==> src/rtl/hazard_pkg.sv <==
// Shared types and constants for the WISC hazard/stall controller.
package hazard_pkg;

    // Controller state: running or halted until reset.
    typedef enum logic {
        RUN    = 1'b0,
        HALTED = 1'b1
    } state_e;

    // Width of a register-file index.
    localparam int REG_W = 3;

    // Default width of the saturating bubble counter.
    localparam int BUBBLE_CNT_W_DEF = 16;

endpackage : hazard_pkg

==> src/rtl/hazard_ctrl_raw_cmp.sv <==
// Compares the decode-stage source registers against one in-flight
// destination. r0 is a real register, so index 0 matches like any other.
import hazard_pkg::*;

module raw_cmp (
    input  logic             rs_valid,
    input  logic             rt_valid,
    input  logic [REG_W-1:0] rs,
    input  logic [REG_W-1:0] rt,
    input  logic             reg_write,
    input  logic [REG_W-1:0] write_reg,
    output logic             match
);

    assign match = reg_write &
                   ((rs_valid & (rs == write_reg)) |
                    (rt_valid & (rt == write_reg)));

endmodule : raw_cmp

==> src/rtl/hazard_ctrl.sv <==
// Pipeline hazard and stall controller for the five-stage WISC pipeline.
// Optional feature macro: HAZARD_FORWARD_EN. When defined, only load-use
// hazards against X stall decode; otherwise producers in X and M stall it.
// All control outputs are combinational from inputs and current state.
import hazard_pkg::*;

module hazard_ctrl #(
    parameter int BUBBLE_CNT_W = BUBBLE_CNT_W_DEF
) (
    input  logic                    clk,
    input  logic                    rst,
    input  logic                    FD_rs_valid,
    input  logic                    FD_rt_valid,
    input  logic [REG_W-1:0]        FD_rs,
    input  logic [REG_W-1:0]        FD_rt,
    input  logic                    DX_regWrite,
    input  logic                    DX_memRead,
    input  logic [REG_W-1:0]        DX_writeReg,
    input  logic                    XM_regWrite,
    input  logic [REG_W-1:0]        XM_writeReg,
    input  logic                    MW_halt,
    input  logic                    X_redirect,
    input  logic                    imem_stall,
    input  logic                    dmem_stall,
    output logic                    pc_stall,
    output logic                    FD_stall,
    output logic                    DX_stall,
    output logic                    XM_stall,
    output logic                    FD_flush,
    output logic                    DX_flush,
    output logic                    MW_flush,
    output logic                    halted,
    output logic [BUBBLE_CNT_W-1:0] bubble_cnt
);

    state_e                  state;
    state_e                  state_nxt;
    logic                    squash_pend;
    logic                    squash_nxt;
    logic [BUBBLE_CNT_W-1:0] cnt_nxt;
    logic                    raw_hazard;

`ifdef HAZARD_FORWARD_EN
    // Forwarding covers X->M and M->W; only a load still in X must stall.
    logic unused_xm;
    assign unused_xm = XM_regWrite ^ (^XM_writeReg);

    raw_cmp u_cmp_dx (
        .rs_valid  (FD_rs_valid),
        .rt_valid  (FD_rt_valid),
        .rs        (FD_rs),
        .rt        (FD_rt),
        .reg_write (DX_regWrite & DX_memRead),
        .write_reg (DX_writeReg),
        .match     (raw_hazard)
    );
`else
    // Without forwarding any producer in X or M blocks decode; W is
    // covered by the register-file write-through bypass.
    logic match_dx;
    logic match_xm;
    logic unused_mr;
    assign unused_mr = DX_memRead;

    raw_cmp u_cmp_dx (
        .rs_valid  (FD_rs_valid),
        .rt_valid  (FD_rt_valid),
        .rs        (FD_rs),
        .rt        (FD_rt),
        .reg_write (DX_regWrite),
        .write_reg (DX_writeReg),
        .match     (match_dx)
    );

    raw_cmp u_cmp_xm (
        .rs_valid  (FD_rs_valid),
        .rt_valid  (FD_rt_valid),
        .rs        (FD_rs),
        .rt        (FD_rt),
        .reg_write (XM_regWrite),
        .write_reg (XM_writeReg),
        .match     (match_xm)
    );

    assign raw_hazard = match_dx | match_xm;
`endif

    // Next-state, squash flag, bubble counter and stall/flush outputs.
    always_comb begin
        pc_stall   = 1'b0;
        FD_stall   = 1'b0;
        DX_stall   = 1'b0;
        XM_stall   = 1'b0;
        FD_flush   = 1'b0;
        DX_flush   = 1'b0;
        MW_flush   = 1'b0;
        halted     = 1'b0;
        state_nxt  = state;
        squash_nxt = squash_pend;
        cnt_nxt    = bubble_cnt;
        case (state)
            HALTED: begin
                pc_stall = 1'b1;
                FD_stall = 1'b1;
                DX_stall = 1'b1;
                XM_stall = 1'b1;
                MW_flush = 1'b1;
                halted   = 1'b1;
            end
            RUN: begin
                if (MW_halt) begin
                    state_nxt = HALTED;
                end else begin
                    state_nxt = RUN;
                end
                if (dmem_stall) begin
                    // Freeze everything up to M; drain a bubble into W.
                    pc_stall = 1'b1;
                    FD_stall = 1'b1;
                    DX_stall = 1'b1;
                    XM_stall = 1'b1;
                    MW_flush = 1'b1;
                end else if (X_redirect) begin
                    // An outstanding fetch at redirect time is wrong-path.
                    FD_flush   = 1'b1;
                    DX_flush   = 1'b1;
                    squash_nxt = squash_pend | imem_stall;
                end else if (squash_pend && !imem_stall) begin
                    // Wrong-path fetch has completed: discard it.
                    FD_flush   = 1'b1;
                    squash_nxt = 1'b0;
                end else if (raw_hazard) begin
                    pc_stall = 1'b1;
                    FD_stall = 1'b1;
                    DX_flush = 1'b1;
                end else if (imem_stall) begin
                    pc_stall = 1'b1;
                    FD_flush = 1'b1;
                end else begin
                    pc_stall = 1'b0;
                end
                if ((FD_flush || DX_flush) && (bubble_cnt != {BUBBLE_CNT_W{1'b1}})) begin
                    cnt_nxt = bubble_cnt + {{(BUBBLE_CNT_W-1){1'b0}}, 1'b1};
                end else begin
                    cnt_nxt = bubble_cnt;
                end
            end
            default: begin
                state_nxt = RUN;
            end
        endcase
    end

    // State register with synchronous reset taking priority over everything.
    always_ff @(posedge clk) begin
        if (rst) begin
            state       <= RUN;
            squash_pend <= 1'b0;
            bubble_cnt  <= {BUBBLE_CNT_W{1'b0}};
        end else begin
            state       <= state_nxt;
            squash_pend <= squash_nxt;
            bubble_cnt  <= cnt_nxt;
        end
    end

endmodule : hazard_ctrl

==> config.mk <==
export PLATFORM = sky130hd
export DESIGN_NAME = hazard_ctrl
export DESIGN_NICKNAME = d
export VERILOG_FILES = /design/src/rtl/hazard_pkg.sv /design/src/rtl/hazard_ctrl_raw_cmp.sv /design/src/rtl/hazard_ctrl.sv
export SDC_FILE = /design/constraint.sdc
export NUM_CORES = 1
export LEC_CHECK = 0
export ABC_AREA = 1
export CORE_MARGIN = 5
export CORE_UTILIZATION = 41
export DETAILED_ROUTE_END_ITERATION = 8
export PLACE_DENSITY = 0.83
export RECOVER_POWER = 25
export SETUP_SLACK_MARGIN = 0.15
export SLEW_MARGIN = 20
export SYNTH_ARGS = -nofsm -noshare
export SYNTH_HDL_FRONTEND = slang
export SYNTH_SLANG_ARGS = --single-unit
export TNS_END_PERCENT = 1
==> constraint.sdc <==
create_clock -name clk -period 1.52 [get_ports clk]
set_input_delay 0.456 -clock clk [delete_from_list [all_inputs] [get_ports clk]]
set_output_delay 0.456 -clock clk [all_outputs]
set_load 0.01 [all_outputs]
==> qor.yml <==
detailed_routing:
  wl_per_cell_um: 12.3
  drtIter0Drc: 123
  dr.pass1.iters: 4
  drc: 0
  antenna_left: 0
  via_count: 1755
  vias_per_cell: 4.93
  wl_um: 4360
synth:
  synth_nets: 253
  avgSynthCellArea_um2: 5.94
  synth_edf_count: 0
  synthFlopType: "dfxtp_1"
  synth_area_leaders: "dfxtp_1 26%, nand2_1 20%, nand3_1 8.1%"
  synth_common_cells: "73 x nand2_1, 28 x nor2_1, 24 x inv_1, 22 x nand3_1"
  async_flop_share_pct: 0
  synth_top_cell_by_area: "dfxtp_1"
  seq_area_frac_synth_pct: 26.5
  ys_seq_elements: 18
  syn_inst: 229
  ys_types: 25
  synth.most_common_cell: "nand2_1"
  yosysWarnings: 0
  yosysTopAreaCellShare_pct: 26.5
  netlist_area_mm2: 0.00136
placed_design:
  dpl.cell_count: 347
  dp_hpwl_um: 3050
  pre_cts_ws_ns: -1.38
  place_area_mm2: 0.00213
  io_buffers: 45
  gp_congestion: 0.932
hold_path:
  min_path_type: "reg2reg"
global_routing:
  grt_max_degree: 17
  grt_pass1_vias: 1716
  overflow: 0
  antenna_found_initial: 0
  grt_use_total_pct: 19.4
  grt_pass1_wl_um: 6940
die:
  io_pins: 47
  die_area_mm2: 0.00457
  dieWidth_um: 67.6
  die_h_um: 67.6
  floorplan.initialDensity_pct: 41.4
  rows: 21
  core_mm2: 0.00328
sta:
  fin_worst_skew_ns: 0.0124
  final_max_slew_viol_count: 0
  hold_viol: 0
  fin_crit_ns: 1.96
  clock.fmax_mhz: 510
  period_share_pct: 129
  setup_viol_count_final: 20
  rsz0062_at_grt: "true"
  fin_ws_ns: -0.441
  worstMarginPinSlew_ns: 0.430
  relSlewSlack_pct: 71.3
power_and_ir_drop:
  total_power_mw: 1.17
  pwr_density_cell_mw_per_mm2: 509
  vdd_drop_max_v: 0.000282
  power.leakage_nw: 1.03
critical_path:
  slowest_stage: "a21oi_2"
  max_stage_delay_ns: 0.16
  cp-end-kind: "primary output"
  worstPathArrival_ns: 1.51
  cp.required_ns: 1.06
  path_cells: "buf_6 -> inv_4 -> nand2_1 -> nand2_1 -> nor2_1 -> nand2_1 -> nand2_1 -> nand2_2 -> nand2_2 -> a21oi_2 -> o21ai_1 -> buf_2"
  crit_fanout: 3
  criticalPathCategory: "in2out"
  start_kind: "input port"
  crit_path_frequent_cell: "nand2_1"
layout:
  area_growth_syn_to_layout_pct: 68.8
  fill_cells: 252
  final_cells: 356
  insertedDiodeCount: 0
  drive_gt1_share_pct: 41.3
  fin_area_mm2: 0.00230
  nNetsFinal: 335
  multi_input_area_um2: 943
  regArea_um2: 368
outcome:
  violations: "negative setup slack"
  status: "finished with violations"
flow_run:
  max-cap-violations: 0
clocking:
  cts_tree: "built"
  clk_path_buf_depth: 2
  clkLatencyLatePin_ns: 0.30
  clock-sinks: 18
  clkTransAtPathRegs_ns: 0.10
  cts.root.buffer_cell: "clkbuf_4"
  htree_levels: 1
  numCtsBuffers: 3
==> per-stage QoR <==
| step | hold WS (ns) | utilization (%) | TNS [ns] |
|---|---|---|---|
| after floorplan | 0.506 | - | -1.66 |
| after global placement | 0.483 | 65.0 | -17.83 |
| after detailed placement | 0.499 | 65.0 | -18.54 |
| after CTS | 0.499 | 67.5 | -5.10 |
| after global routing | 0.530 | 69.9 | -9.29 |
| final | 0.498 | 69.9 | -7.21 |
==> kinds of logic after synthesis <==
| kind of cell | count (synthesis) | synth area share [%] |
|---|---|---|
| AO/OA/AOI/OAI | 20 | 7.54 |
| XOR/XNOR | 13 | 8.37 |
| adder cells (fa/ha/maj) | 1 | 0.920 |
| buffers and inverters | 35 | 11.1 |
| flip-flops | 18 | 26.5 |
| AND/OR/NAND/NOR | 142 | 45.5 |
==> layout make-up <==
type | instances | share of cell area, %
multi-input cells | 176 | 41.1
repair buffers | 84 | 31.9
flip-flops and latches | 18 | 16.0
inverters | 28 | 6.87
well taps | 46 | 2.51
clock buffers | 4 | 1.58
==> placed cells by master, fill, tap and decap left out, drive strengths merged <==
| cell type | n |
|---|---|
| a211oi | 1 |
| a21oi | 18 |
| buf | 63 |
| clkbuf | 10 |
| clkdlybuf4s15 | 6 |
| clkdlybuf4s50 | 3 |
| clkinv | 2 |
| dfxtp | 18 |
| dlygate4sd2 | 6 |
| ha | 1 |
| inv | 26 |
| nand2 | 76 |
| nand3 | 23 |
| nand3b | 2 |
| nand4 | 2 |
| nor2 | 30 |
| nor3 | 9 |
| o21ai | 1 |
| xnor2 | 1 |
| xor2 | 12 |
==> final timing paths <==
kind	start	endpoint	slack, ns	cells past startpoint
max	FD_rt[0]	pc_stall	-0.44	12
min	bubble_cnt[10]	bubble_cnt[10]	0.50	2
max reg2reg	bubble_cnt[0]	bubble_cnt[11]	-0.11	9
min reg2reg	bubble_cnt[10]	bubble_cnt[10]	0.50	2
==> timing repair <==
action / 4_1_cts / 5_1_grt
buffers inserted: 5 / 0
resized for setup: 167 / 43
endpoints found under the setup margin: 41 / 39
pin swaps: 30 / 22
hold buffers: 0 / 0
==> per-layer routing <==
metal / wire (um) / vias up / global-route usage [%]
met3: 240 / 10 / 2.83
met5: 0 / - / 0
met2: 2350 / 59 / 36.1
li1: - / 884 / -
met4: 89 / 0 / 7.59
met1: 1690 / 802 / 21.8
==> state kept, by name, indices dropped and copies added, names as in the netlist <==
| signal | count |
|---|---|
| bubble_cnt | 16 |
| squash_pend | 1 |
| state | 1 |
==> worst max-delay path, delay by kind of cell <==
kind,cells,cell delay (ns)
buf+inv,3,0.31
compound gates,2,0.27
simple gates,7,0.47
==> where the power goes <==
group	leakage [nW]	internal, mW	switching, mW
Combinational	0.864	0.190	0.190
Sequential	0.148	0.479	0.00643
Clock	0.0210	0.146	0.159
Note: power is estimated with default switching activity, not from simulation.
